File: src/rtl/eeg_frame_aligner.sv
// rtl/eeg_frame_aligner.sv - EEG serial frame aligner: sync hunt/track, sample capture, output FIFO
// Optional frame counter enabled by defining EEG_FRAME_CNT_EN.
module eeg_frame_aligner #(
  parameter int               WIDTH      = 4,
  parameter logic [WIDTH-1:0] SYNC_WORD  = 4'hA,
  parameter int               N_SAMPLES  = 8,
  parameter int               MAX_MISS   = 2,
  parameter int               FIFO_DEPTH = 4
) (
  input  logic             clk,
  input  logic             rst_n,
  input  logic [WIDTH-1:0] eegIn,
  output logic [WIDTH-1:0] dout,
  output logic             dvalid,
  input  logic             dready,
  output logic             locked,
  output logic             overflow,
  output logic [15:0]      frame_cnt
);

  localparam int BW = (WIDTH > 1) ? $clog2(WIDTH) : 1;
  localparam int SW = (N_SAMPLES > 1) ? $clog2(N_SAMPLES) : 1;
  localparam int MW = $clog2(MAX_MISS + 1);
  localparam int AW = (FIFO_DEPTH > 1) ? $clog2(FIFO_DEPTH) : 1;

  localparam logic [BW-1:0] BIT_LAST  = BW'(WIDTH - 1);
  localparam logic [SW-1:0] SMP_LAST  = SW'(N_SAMPLES - 1);
  localparam logic [MW-1:0] MISS_LAST = MW'(MAX_MISS - 1);
  localparam logic [AW:0]   PTR_ONE   = (AW + 1)'(1);

  typedef enum logic [1:0] {HUNT, CAPTURE, CHECK} state_t;

  state_t        state_q, state_d;
  logic [BW-1:0] bit_cnt_q, bit_cnt_d;
  logic [SW-1:0] smp_q, smp_d;
  logic [MW-1:0] miss_q, miss_d;
  logic          push;
  logic          boundary;
  logic          sync_hit;

  assign boundary = (bit_cnt_q == BIT_LAST);
  assign sync_hit = (eegIn == SYNC_WORD);
  assign locked   = (state_q != HUNT);

  always_ff @(posedge clk or negedge rst_n) begin
    if (!rst_n) begin
      state_q   <= HUNT;
      bit_cnt_q <= '0;
      smp_q     <= '0;
      miss_q    <= '0;
    end else begin
      state_q   <= state_d;
      bit_cnt_q <= bit_cnt_d;
      smp_q     <= smp_d;
      miss_q    <= miss_d;
    end
  end

  always_comb begin
    state_d   = state_q;
    bit_cnt_d = bit_cnt_q;
    smp_d     = smp_q;
    miss_d    = miss_q;
    push      = 1'b0;
    case (state_q)
      HUNT: begin
        if (sync_hit) begin
          state_d   = CAPTURE;
          bit_cnt_d = '0;
          smp_d     = '0;
          miss_d    = '0;
        end
      end
      CAPTURE: begin
        bit_cnt_d = boundary ? '0 : bit_cnt_q + BW'(1);
        if (boundary) begin
          push = 1'b1;
          if (smp_q == SMP_LAST) begin
            smp_d   = '0;
            state_d = CHECK;
          end else begin
            smp_d = smp_q + SW'(1);
          end
        end
      end
      CHECK: begin
        bit_cnt_d = boundary ? '0 : bit_cnt_q + BW'(1);
        if (boundary) begin
          // A miss that reaches the limit drops lock without counting the frame.
          if (sync_hit) begin
            miss_d  = '0;
            state_d = CAPTURE;
          end else if (miss_q == MISS_LAST) begin
            miss_d  = '0;
            state_d = HUNT;
          end else begin
            miss_d  = miss_q + MW'(1);
            state_d = CAPTURE;
          end
        end
      end
      default: state_d = HUNT;
    endcase
  end

  logic [WIDTH-1:0] mem [FIFO_DEPTH];
  logic [AW:0]      wr_ptr, rd_ptr, wr_next, rd_next;
  logic             empty, full, pop, wr_en;

  assign empty   = (wr_ptr == rd_ptr);
  assign full    = (wr_ptr[AW] != rd_ptr[AW]) && (wr_ptr[AW-1:0] == rd_ptr[AW-1:0]);
  assign dvalid  = !empty;
  assign pop     = dvalid && dready;
  assign wr_en   = push && (!full || pop);
  assign wr_next = wr_en ? wr_ptr + PTR_ONE : wr_ptr;
  assign rd_next = pop ? rd_ptr + PTR_ONE : rd_ptr;

  always_ff @(posedge clk) begin
    if (wr_en) mem[wr_ptr[AW-1:0]] <= eegIn;
  end

  // dout tracks the next head; when that slot is being written this edge, bypass eegIn.
  always_ff @(posedge clk or negedge rst_n) begin
    if (!rst_n) begin
      wr_ptr   <= '0;
      rd_ptr   <= '0;
      dout     <= '0;
      overflow <= 1'b0;
    end else begin
      wr_ptr <= wr_next;
      rd_ptr <= rd_next;
      if (rd_next != wr_next)
        dout <= (wr_en && (rd_next == wr_ptr)) ? eegIn : mem[rd_next[AW-1:0]];
      if (push && full && !pop) overflow <= 1'b1;
    end
  end

`ifdef EEG_FRAME_CNT_EN
  logic        frame_done;
  logic [15:0] frame_cnt_q;

  assign frame_done = (state_q == CHECK) && boundary && (sync_hit || (miss_q != MISS_LAST));

  always_ff @(posedge clk or negedge rst_n) begin
    if (!rst_n) frame_cnt_q <= '0;
    else if (frame_done) frame_cnt_q <= frame_cnt_q + 16'd1;
  end

  assign frame_cnt = frame_cnt_q;
`else
  assign frame_cnt = 16'd0;
`endif

endmodule

File: config.mk
export PLATFORM = sky130hd
export DESIGN_NAME = eeg_frame_aligner
export DESIGN_NICKNAME = d
export VERILOG_FILES = /design/src/rtl/eeg_frame_aligner.sv
export SDC_FILE = /design/constraint.sdc
export NUM_CORES = 1
export LEC_CHECK = 0
export ABC_AREA = 1
export BUFFER_PORTS_ARGS = -buffer_cell sky130_fd_sc_hd__buf_2
export CAP_MARGIN = 30
export CORE_MARGIN = 5
export CORE_UTILIZATION = 30
export DETAILED_ROUTE_END_ITERATION = 12
export GPL_TIMING_DRIVEN = 0
export PLACE_DENSITY = 0.57
export SETUP_SLACK_MARGIN = 0.05
export SYNTH_ARGS = -nofsm -noshare
export SYNTH_HDL_FRONTEND = slang
export SYNTH_SLANG_ARGS = --single-unit
File: constraint.sdc
create_clock -name clk -period 1.95 [get_ports clk]
set_input_delay 0.2925 -clock clk [delete_from_list [all_inputs] [get_ports clk]]
set_output_delay 0.2925 -clock clk [all_outputs]
set_load 0.02 [all_outputs]
Word level (Yosys, flattened, before mapping):

Memories as Yosys holds them, arrays and structs flattened.
Cells that the tools add are included.

* memory bits (writable): 16
* bits in latches: 0
* logic and storage cells: 74
* register bits: 20
* memory bits (read-only): 0
* output and inout port bits: 23
* memories kept: 1

* shift operators: 0
* eq/ne operators: 15
* reductions and logical operators: 20
* multiplexer cells: 25
* div/mod/pow operators: 0
* multipliers: 0
* bitwise logic cells: 0
* $lt $le $gt $ge: 0
* $add $sub $neg: 5

Memory list
* mem: depth 4, bits a word 4, rd ports 1, clocked after memory_dff 0, wr ports 1, line 106 `logic [WIDTH-1:0] mem [FIFO_DEPTH];`

Operator list (number)
* $mux 2: 9
* $mux 3: 5
* $add 3x1->3 const B: 3
* $ne 2x2->1 const B: 4
* $pmux 2 s2: 2
* $reduce_bool 2->1: 4
* $eq 3x3->1: 2
* $logic_and 1x1->1: 6
* $mux 1: 6
* $pmux 2 s3: 1
* $pmux 3 s2: 1
* $reduce_and 3->1: 2
* $add 2x1->2 const B: 2
* $eq 2x1->1 const B: 2
* $eq 2x2->1 const B: 2
* $eq 4x4->1 const B: 1
* $mux 4: 1
* $reduce_and 4->1: 1
* $eq 3x3->1 const B: 1
* $logic_not 1->1: 3
* $ne 3x3->1: 1
* $eq 2x2->1: 1
* $logic_not 2->1: 1
* $reduce_and 2->1: 1
* 3 further kinds: 3

Longest topological paths before layout:

Gate-level depths: netlist of run 1.

* depth in word-level cells: 7
* mapped depth: 14

Worst setup path before layout of run 1:

No wires, ideal clock.

* kind: register to register
* start point: register state_q[1]
* end point: register dout[0]
* data required time: 1833 ps
* cell stages (with the launch flop): 11
* arrival: 1678 ps
* path buffers: 0
* slack: 154 ps
* setup time: 117 ps
* cell sequence: dfrtp_1 -> inv_1 -> ha_1 -> nand2_1 -> inv_1 -> nand2_8 -> o21ai_4 -> xor2_4 -> nand2_4 -> nand3_1 -> nand2_1

* word-level cells in the longest chain between the ends: 5
* elaborated cells on any way between the ends: 7
* classes of those cells: eq/ne: 2; mux: 3; reduce/logical: 2

Ends and longest elaborated chain
* start, declared: line 33 `state_t state_q, state_d;`
* start signal, assigned: line 52 `state_q <= state_d;`
* $eq 2x1->1: line 65 `case (state_q)`
* $mux 1: line 65
* $logic_and 1x1->1: line 114 `assign wr_en = push && (!full || pop);`
* $mux 3: line 115 `assign wr_next = wr_en ? wr_ptr + PTR_ONE : wr_ptr;`
* via wr_next[2]: line 107 `logic [AW:0] wr_ptr, rd_ptr, wr_next, rd_next;`
* $ne 3x3->1: line 132 `if (rd_next != wr_next)`
* end signal, assigned: line 133 `dout <= (wr_en && (rd_next == wr_ptr)) ? eegIn : mem[rd_next[AW-1:0]];`
* end, declared: line 13 `output logic [WIDTH-1:0] dout,`

The timed path passes the listed nets, and every way through them passes these cells.
A chain may end at the register's enable or synchronous reset.

Worst setup path in the final report of run 1:

* start point: register wr_ptr[1]
* end point: output port dvalid

* word-level cells in the longest chain between the ends: 2

Ends and longest elaborated chain
* start, declared: line 107
* start signal, assigned: line 130 `wr_ptr <= wr_next;`
* $eq 3x3->1: line 110 `assign empty = (wr_ptr == rd_ptr);`
* $logic_not 1->1: line 112 `assign dvalid = !empty;`
* end, declared: line 14 `output logic dvalid,`

Every way passes these cells.

==> results of run 1 <==
==> path summary, 6_finish.rpt <==
path | endpoint | start | slack (ns)
max in group asynchronous | wr_ptr[1]$_DFF_PN0_ | rst_n | 1.11
worst max-delay path | dvalid | wr_ptr[1]$_DFF_PN0_ | 0.13
worst min-delay path | mem[0][2]$_DFFE_PP_ | eegIn[2] | 0.26
worst max register to register | dout[2]$_DFFE_PN0P_ | wr_ptr[1]$_DFF_PN0_ | 0.13
min in group asynchronous | state_q[1]$_DFFE_PN0P_ | rst_n | 0.49
worst min register to register | bit_cnt_q[0]$_DFFE_PN0P_ | bit_cnt_q[0]$_DFFE_PN0P_ | 0.49
==> what timing repair did <==
| action | CTS | global route |
|---|---|---|
| buffers inserted | 0 | 22 |
| gates cloned | 0 | 1 |
| pin swaps | 1 | 20 |
| endpoints found under the hold margin | 20 | 0 |
| hold buffers | 1 | 0 |
| resized for setup | 7 | 33 |
| endpoints found under the setup margin | 20 | 4 |
==> where the power goes <==
group          leakage [µW]  switching, µW  internal [µW]
logic              0.000980           1460           1040
clock network     0.0000541            268            378
registers          0.000377            152            928
==> cell usage after synthesis, types with 2 or more instances <==
library cell,instances,area share (%)
nand4_1,2,0.55
nand2_4,7,3.5
inv_2,2,0.33
nand3b_1,4,1.3
xnor2_1,3,1.2
nand2_2,12,3.3
inv_1,23,3.8
nand3_1,43,9.5
buf_4,16,5.3
a21oi_1,4,0.88
nand2_1,50,8.3
nor2_1,12,2.0
dfrtp_1,20,22
ha_1,13,7.2
o31ai_1,2,0.66
o21ai_0,4,0.88
edfxtp_1,16,21
==> logic make-up after synthesis <==
kind of cell | after synthesis | synth area share [%]
compound gates | 15 | 4.43
xor+xnor | 4 | 2.38
flops | 36 | 43.4
buf+inv | 42 | 9.96
simple gates | 137 | 32.5
other cells | 1 | 0.166
fa+ha+maj | 13 | 7.19
==> worst reg2reg max path, delay by kind of cell, from the launching register on <==
| family | cells | cell delay, ns |
|---|---|---|
| xor gates and xnor gates | 2 | 0.48 |
| DFF | 1 | 0.51 |
| and+or+nand+nor | 7 | 0.74 |
==> registers in the layout (all words and copies together), names as in the netlist <==
signal / flops
bit_cnt_q: 2
dout: 4
mem: 16
miss_q: 2
overflow: 1
rd_ptr: 3
smp_q: 3
state_q: 2
wr_ptr: 3
==> layer usage <==
layer / global-route usage, % / share of wire (%) / routed length, µm
met5: 0 / 0 / 0
met4: 1.62 / 0.28 / 13
met3: 2.09 / 3.9 / 180
met2: 16.0 / 49 / 2270
met1: 11.5 / 47 / 2160
==> area by class of cell <==
cell class	count	area share, %
sequential	36	33.3
buffer	17	4.43
clock inverter	3	1.44
inverter	25	3.42
tap	99	4.18
clock buffer	5	2.32
multi-input combinational	186	43.0
timing repair buffer	35	7.94
==> stage by stage <==
stage               hold slack [ns]  area (µm²)  power [µW]  utilization [%]
floorplan                  -0.00309        2320        2550                -
global placement              0.280        2500        2930             34.3
detailed placement            0.274        2500        2950             34.3
CTS                           0.252        2660        3640             36.4
global route                  0.240        2960        4560             40.6
finish                        0.257        2960        4230             40.6
==> flow_summary_export.csv, run 1 <==
group,metric,value,unit
status,status,"finished clean",
logic_synthesis,synth.distinct_cells,32,
clock_tree,clock_latency,0.28,ns
floorplanning,fp-row-count,31,
route,vias_per_cell,4.26,
route,postRouteAntennaNets,0,
timing,hold_viol_final,0,
cells_and_area,syn_to_final_growth,31.0,%
cells_and_area,layout.area.seq,987,µm²
setup_path,path_cells,"xnor2_4, buf_4, nand3_2, buf_4, buf_2",
timing,layout_min_cycle_time,1.82,ns
placement,dp_cells,374,
placement,pre_cts_slack,-0.155,ns
setup_path,startpoint_type,"register",
setup_path,worst-path-buf-inv,3,
clock_tree,cts_root_buf,"clkbuf_8",
clock_tree,cts_max_level,2,
placement,dp_hpwl,3.31,mm
floorplanning,die_area,0.00938,mm²
global_routing,grtUsageTotal,9.11,%
hold_path,hp-class,"in -> reg",
floorplanning,die_h,96.8,µm
clock_tree,cts_tree,"yes",
cells_and_area,final_cell_count_no_fill,406,
clock_tree,cts_max_path_buffers,2,
timing,worst_slack,0.126,ns
power_and_ir_drop,cellPowerDensity,1430,mW/mm²
setup_path,critical_path_class,"reg -> out",
placement,gp_congestion,0.814,
timing,rsz0062_at_grt,"false",
route,wl_per_cell,11.4,µm
timing,finalCritPeriodShare,93.5,%
cells_and_area,final_cell_mix,"nand2_1 (43), nand3_1 (38), buf_4 (38)",
logic_synthesis,synth_ff_type,"dfrtp_1",
flow_run,cap_viol_max_count,0,
clock_tree,cts.clk_slew.worst_paths,0.07,ns
cells_and_area,nNetsFinal,326,
floorplanning,initial_core_util,31.0,%
floorplanning,coreArea,0.00729,mm²
route,drc,0,
setup_path,crit_top_cell,"buf_4",
route,first_pass_iters,4,
setup_path,arrival,1.53,ns
setup_path,worstRegToRegCells,9,
route,vias,1728,
logic_synthesis,seq_area_frac_synth,43.4,%
floorplanning,die_x,96.8,µm
route,drtIter0Drc,48,
logic_synthesis,synth_area,0.00226,mm²
timing,drv_slew,0,
logic_synthesis,yosysWarnings,0,
global_routing,grt_pass1_wl,7.18,mm
cells_and_area,mostFrequentLayoutCell,"nand2_1",
global_routing,grt_pass1_vias,1555,
cells_and_area,n_antenna_cell,0,
global_routing,antenna_found_initial,0,
global_routing,grt_remaining_overflow,0,
cells_and_area,nFillCells,726,
setup_path,cp-end-kind,"primary output",
power_and_ir_drop,p_leak,0.00141,µW
logic_synthesis,synth_edf_count,16,
route,routed_wl,4.62,mm
clock_tree,cts.sinks,36,
setup_path,required,1.66,ns
logic_synthesis,synthCells,248,
clock_tree,cts_buffers,5,
logic_synthesis,ys_seq_elements,36,
setup_path,crit_family,"flip-flops",
cells_and_area,multiInputGateArea,0.00127,mm²
placement,placement.io_buffers,12,
floorplanning,ios,30,
logic_synthesis,async_flop_share,55.6,%
setup_path,worst-path-max-fanout,7,
timing,setup_tns,0,ns
timing,max_freq,548,MHz
timing,clock-skew-final,0.00682,ns
logic_synthesis,avgSynthCellArea,9.12,µm²
power_and_ir_drop,peakVddDrop,0.000590,V
global_routing,grt_max_degree,21,
setup_path,cpPeakStageDelay,0.51,ns
cells_and_area,drive_gt1_share,37.1,%
timing,finalSetupViolCount,0,
setup_path,crit_cells,5,
hold_path,holdPathStages,1,
setup_path,crit_slowest_cell,"dfrtp_2",
(Power assumes the default switching activity.)
==> run 2: changes to the inputs <==
--- a/config.mk
+++ b/config.mk
@@ -9,10 +9,10 @@
 export BUFFER_PORTS_ARGS = -buffer_cell sky130_fd_sc_hd__buf_2
 export CAP_MARGIN = 30
 export CORE_MARGIN = 5
-export CORE_UTILIZATION = 30
+export CORE_UTILIZATION = 44
 export DETAILED_ROUTE_END_ITERATION = 12
 export GPL_TIMING_DRIVEN = 0
-export PLACE_DENSITY = 0.57
+export PLACE_DENSITY = 0.74
 export SETUP_SLACK_MARGIN = 0.05
 export SYNTH_ARGS = -nofsm -noshare
 export SYNTH_HDL_FRONTEND = slang
==> run 2 against run 1 <==
- routed wire length up 8.3%
- combinational power about the same
- critical endpoint is now dout[0]$_DFFE_PN0P_
- worst hold slack got worse by 0.0050 ns
- first-iteration DRC count increased by 71%
- critical path depth grew 8
- sequential power is essentially flat
- highest routed layer unchanged
- clock-buffer cell count did not move
- worst setup slack got worse by 0.013 ns
- largest cell class unchanged
==> flow_summary_export.csv, run 2 (synthesized netlist as in run 1, its figures left out) <==
group,metric,value,unit
status,status,"finished clean",
global_routing,antenna_found_initial,0,
global_routing,grt_max_degree,21,
placement,dp_cells,345,
setup_path,crit_slowest_cell,"dfrtp_2",
placement,placement.io_buffers,12,
setup_path,cp-end-kind,"register",
cells_and_area,final_cell_count_no_fill,374,
timing,layout_min_cycle_time,1.84,ns
cells_and_area,syn_to_final_growth,27.7,%
setup_path,crit_top_cell,"nand2_2",
setup_path,regToRegSetupSlack,0.11,ns
timing,hold_slack,0.252,ns
cells_and_area,largest_reg_flops,16,
global_routing,grtUsageTotal,14.9,%
timing,max_freq,545,MHz
route,routed_wl,5.01,mm
setup_path,worst-path-max-fanout,7,
setup_path,path_cells,"buf_6, nand2_1, nand2_2, nor2_4, nand2_4, nand2_8, nand2_2, nand3_2, nand2_2, nor2_8, nand2_4, nand3_1, nand2_1",
flow_run,cap_viol_max_count,0,
timing,clock-skew-final,0.0113,ns
floorplanning,die_area,0.00667,mm²
setup_path,worst-path-buf-inv,1,
placement,gp_congestion,0.822,
setup_path,critical_path_class,"reg -> reg",
route,met2_length,2.58,mm
clock_tree,clock_latency,0.29,ns
floorplanning,die_h,81.7,µm
route,vias_per_cell,4.84,
route,drtIter0Drc,82,
clock_tree,cts_root_buf,"clkbuf_8",
floorplanning,initial_core_util,44.9,%
setup_path,cpPeakStageDelay,0.50,ns
cells_and_area,final_cell_mix,"nand2_1 (41), nand3_1 (40), buf_4 (32)",
timing,setup_tns,0,ns
cells_and_area,drive_gt1_share,37.2,%
clock_tree,cts_tree,"yes",
timing,hold_viol_final,0,
setup_path,required,2.14,ns
clock_tree,cts.clk_slew.worst_paths,0.08,ns
route,wl_per_cell,13.4,µm
global_routing,grt_remaining_overflow,0,
cells_and_area,post-route-util,57.3,%
power_and_ir_drop,p_leak,0.00138,µW
timing,rsz0062_at_grt,"true",
route,first_pass_iters,5,
power_and_ir_drop,p_total,4120,µW
clock_tree,cts_max_level,2,
setup_path,startpoint_type,"register",
global_routing,grt_pass1_wl,7.55,mm
cells_and_area,mostFrequentLayoutCell,"nand2_1",
route,maxUsedRoutingLayer,"met4",
setup_path,crit_family,"simple AND/OR/NAND/NOR gates",
route,met1Wirelength,2.04,mm
clock_tree,cts.sinks,36,
route,vias,1812,
clock_tree,cts_max_path_buffers,2,
timing,finalCritPeriodShare,94.2,%
timing,finalSetupViolCount,0,
cells_and_area,nNetsFinal,323,
route,routed-wl-met3,321,µm
floorplanning,ios,30,
clock_tree,cts_buffers,5,
route,postRouteAntennaNets,0,
hold_path,hp-class,"in -> reg",
power_and_ir_drop,peakVddDrop,0.000667,V
global_routing,grt_pass1_vias,1714,
power_and_ir_drop,cellPowerDensity,1430,mW/mm²
floorplanning,fp-row-count,26,
timing,drv_slew,0,
setup_path,arrival,2.02,ns
placement,dp_hpwl,3.31,mm
cells_and_area,n_antenna_cell,0,
floorplanning,coreArea,0.00504,mm²
route,drc,0,
floorplanning,die_x,81.7,µm
-- run 2: per-layer routing --
metal / vias to the layer above / track usage [%]
met1: 840 / 17.5
met3: 10 / 3.84
met4: 0 / 5.15
li1: 904 / -
met5: - / 0
met2: 58 / 26.3
-- run 2: path summary, 6_finish.rpt --
| check | depth (start not counted) | from | to |
|---|---|---|---|
| max | 13 | wr_ptr[1]$_DFF_PN0_ | dout[0]$_DFFE_PN0P_ |
| min | 1 | eegIn[0] | mem[1][0]$_DFFE_PP_ |
| max reg2reg | 13 | wr_ptr[1]$_DFF_PN0_ | dout[0]$_DFFE_PN0P_ |
| min reg2reg | 1 | overflow$_DFFE_PN0P_ | overflow$_DFFE_PN0P_ |
| max in group asynchronous | 2 | rst_n | wr_ptr[0]$_DFF_PN0_ |
| min in group asynchronous | 2 | rst_n | dout[1]$_DFFE_PN0P_ |
-- run 2: worst register-to-register path, stage by stage, from the launching register on --
cell and delay, ns:
dfrtp_2 0.50, buf_6 0.16, nand2_1 0.07, nand2_2 0.07
nor2_4 0.10, nand2_4 0.11, nand2_8 0.12, nand2_2 0.07
nand3_2 0.09, nand2_2 0.10, nor2_8 0.16, nand2_4 0.07
nand3_1 0.08, nand2_1 0.05
-- run 2: final cells by class --
class / count / area (µm²)
buffer: 17 / 131
clock inverter: 3 / 18.8
clock buffer: 5 / 68.8
inverter: 25 / 104
timing repair buffer: 31 / 221
multi-input combinational: 187 / 1270
sequential: 36 / 987
fill: 416 / 2150
tap: 70 / 87.6
-- run 2: repair_timing --
action	in CTS	in global routing
setup buffers	0	18
gates cloned	0	2
resized for setup	7	36
endpoints found under the hold margin	20	0
pin swaps	1	15
hold buffers	1	0
endpoints found under the setup margin	16	4
-- run 2: per-stage QoR --
| stage | setup slack, ns | cell area [µm²] |
|---|---|---|
| floorplan | 0.154 | 2320 |
| global placement | -0.132 | 2470 |
| detailed placement | -0.121 | 2470 |
| CTS | 0.0512 | 2590 |
| global route | -0.00135 | 2890 |
| finish | 0.114 | 2890 |
-- run 2: power by group --
group | internal, µW | total (µW) | leakage [µW] | switching (µW)
Combinational | 998 | 2510 | 0.000953 | 1510
Sequential | 927 | 1080 | 0.000377 | 152
Clock | 249 | 535 | 0.0000479 | 286
==> run 3: changes to the inputs <==
--- a/config.mk
+++ b/config.mk
@@ -8,6 +8,7 @@
 export ABC_AREA = 1
 export BUFFER_PORTS_ARGS = -buffer_cell sky130_fd_sc_hd__buf_2
 export CAP_MARGIN = 30
+export CORE_ASPECT_RATIO = 1.1
 export CORE_MARGIN = 5
 export CORE_UTILIZATION = 44
 export DETAILED_ROUTE_END_ITERATION = 12
==> run 3 against run 2 <==
- maximum frequency is 2.2% lower
- core utilization is 0.31 points higher
- global-route usage barely moved
- critical path depth shrank 4
- clock power is 22% higher
- first-iteration DRC count grew 8.5%
- non-clock buffer count up 2
- total power increased by 2.2%
- cell count shrank 2.9%
- clock skew down 0.0075 ns
- largest power group unchanged
==> flow_summary_export.csv, run 3 (synthesized netlist as in run 1, its figures left out) <==
group,metric,value,unit
power_and_ir_drop,p_leak,0.00139,µW
cells_and_area,final_area,0.00288,mm²
placement,dp_cells,333,
route,vias_per_cell,4.95,
floorplanning,fp-row-count,27,
global_routing,grt_pass1_vias,1711,
clock_tree,cts.sinks,36,
setup_path,cp-end-kind,"register",
clock_tree,cts_max_level,2,
timing,max_freq,532,MHz
power_and_ir_drop,peakVddDrop,0.000849,V
cells_and_area,nFillCells,426,
timing,clock-skew-final,0.00378,ns
clock_tree,cts_max_path_buffers,2,
cells_and_area,layout.area.seq,988,µm²
floorplanning,die_x,78.4,µm
status,status,"finished clean",
floorplanning,ios,30,
hold_path,hp-class,"in -> reg",
global_routing,grt_remaining_overflow,0,
clock_tree,clock_latency,0.29,ns
cells_and_area,nNetsFinal,324,
floorplanning,initial_core_util,45.2,%
setup_path,worst-path-max-fanout,7,
cells_and_area,n_antenna_cell,0,
route,postRouteAntennaNets,0,
flow_run,cap_viol_max_count,0,
route,wl_per_cell,13.6,µm
placement,dp_hpwl,3.35,mm
placement,placement.io_buffers,12,
floorplanning,die_area,0.00668,mm²
placement,dpl_cell_area,0.00245,mm²
setup_path,critical_path_class,"reg -> reg",
timing,layout_min_cycle_time,1.88,ns
cells_and_area,mostFrequentLayoutCell,"nand2_1",
clock_tree,cts_buffers,5,
cells_and_area,final_cell_count_no_fill,363,
clock_tree,cts_root_buf,"clkbuf_8",
global_routing,grt_max_degree,21,
cells_and_area,multiInputGateArea,0.00126,mm²
setup_path,startpoint_type,"register",
clock_tree,cts.clk_slew.worst_paths,0.07,ns
cells_and_area,syn_to_final_growth,27.3,%
cells_and_area,largest_reg_flops,16,
route,vias,1798,
placement,gp_congestion,0.820,
route,drc,0,
clock_tree,cts_tree,"yes",
power_and_ir_drop,cellPowerDensity,1460,mW/mm²
cells_and_area,final_cell_mix,"nand2_1 (44), nand3_1 (38), buf_4 (36)",
setup_path,arrival,2.06,ns
global_routing,grtUsageTotal,14.9,%
global_routing,grt_pass1_wl,7.76,mm
timing,drv_slew,0,
route,first_pass_iters,4,
timing,hold_viol_final,0,
setup_path,required,2.13,ns
floorplanning,coreArea,0.00500,mm²
route,routed_wl,4.94,mm
global_routing,antenna_found_initial,0,
cells_and_area,drive_gt1_share,37.7,%
timing,finalCritPeriodShare,96.3,%
floorplanning,die_h,85.2,µm
timing,rsz0062_at_grt,"true",
timing,finalSetupViolCount,0,
route,drtIter0Drc,89,
run 3: critical path: stages (launching register included):
cell	delay, ns
dfrtp_2	0.50
xnor2_4	0.23
nand3_4	0.17
nand2_8	0.17
nand2_4	0.06
nand2_4	0.09
xor2_4	0.27
nand2_4	0.12
nand3_2	0.09
nand2_1	0.05
run 3: what timing repair did:
action                                  in CTS  in global routing
hold buffers                                 1                  0
hold endpoints to repair                    20                  0
cloned                                       0                  1
buffers inserted                             0                 20
pin swaps                                    1                 18
endpoints found under the setup margin      20                  4
gates resized for setup                     10                 31
run 3: worst paths after layout:
path                                      start                    to  slack, ns  depth (start not counted)
max                         wr_ptr[1]$_DFF_PN0_   dout[1]$_DFFE_PN0P_       0.07                          9
min                                    eegIn[2]   mem[0][2]$_DFFE_PP_       0.25                          1
max reg2reg                 wr_ptr[1]$_DFF_PN0_   dout[1]$_DFFE_PN0P_       0.07                          9
min reg2reg                overflow$_DFFE_PN0P_  overflow$_DFFE_PN0P_       0.48                          1
max in group asynchronous                 rst_n   rd_ptr[0]$_DFF_PN0_       1.14                          2
min in group asynchronous                 rst_n   dout[0]$_DFFE_PN0P_       0.47                          2
run 3: through the flow:
step / utilization (%) / setup TNS [ns] / setup slack [ns] / hold WS, ns / power, µW
global placement: 49.0 / -0.512 / -0.132 / 0.262 / 2900
floorplan: - / 0 / 0.154 / -0.00309 / 2550
finish: 57.6 / 0 / 0.0716 / 0.248 / 4210
global route: 57.6 / -0.0546 / -0.0162 / 0.257 / 4510
detailed placement: 49.0 / -0.695 / -0.171 / 0.264 / 2950
CTS: 52.0 / 0 / 0.0625 / 0.241 / 3660
run 3: report_power, final:
group / internal, µW / switching (µW)
sequential: 928 / 136
clock: 379 / 272
combinational: 986 / 1510
total: 2290 / 1920
run 3: final cells by class:
| type | count | share of cell area (%) |
|---|---|---|
| clock inverter | 2 | 1.22 |
| multi-input combinational | 186 | 43.8 |
| buffer | 17 | 4.56 |
| inverter | 25 | 3.43 |
| clock buffer | 6 | 2.52 |
| timing repair buffer | 33 | 7.65 |
| tap | 58 | 2.52 |
| sequential | 36 | 34.3 |
run 3: layer usage:
layer | share of wire (%) | track usage [%]
met1 | 40 | 17.2
met5 | 0 | 0
met2 | 52 | 26.5
met3 | 5.5 | 3.61
met4 | 2.0 | 5.56
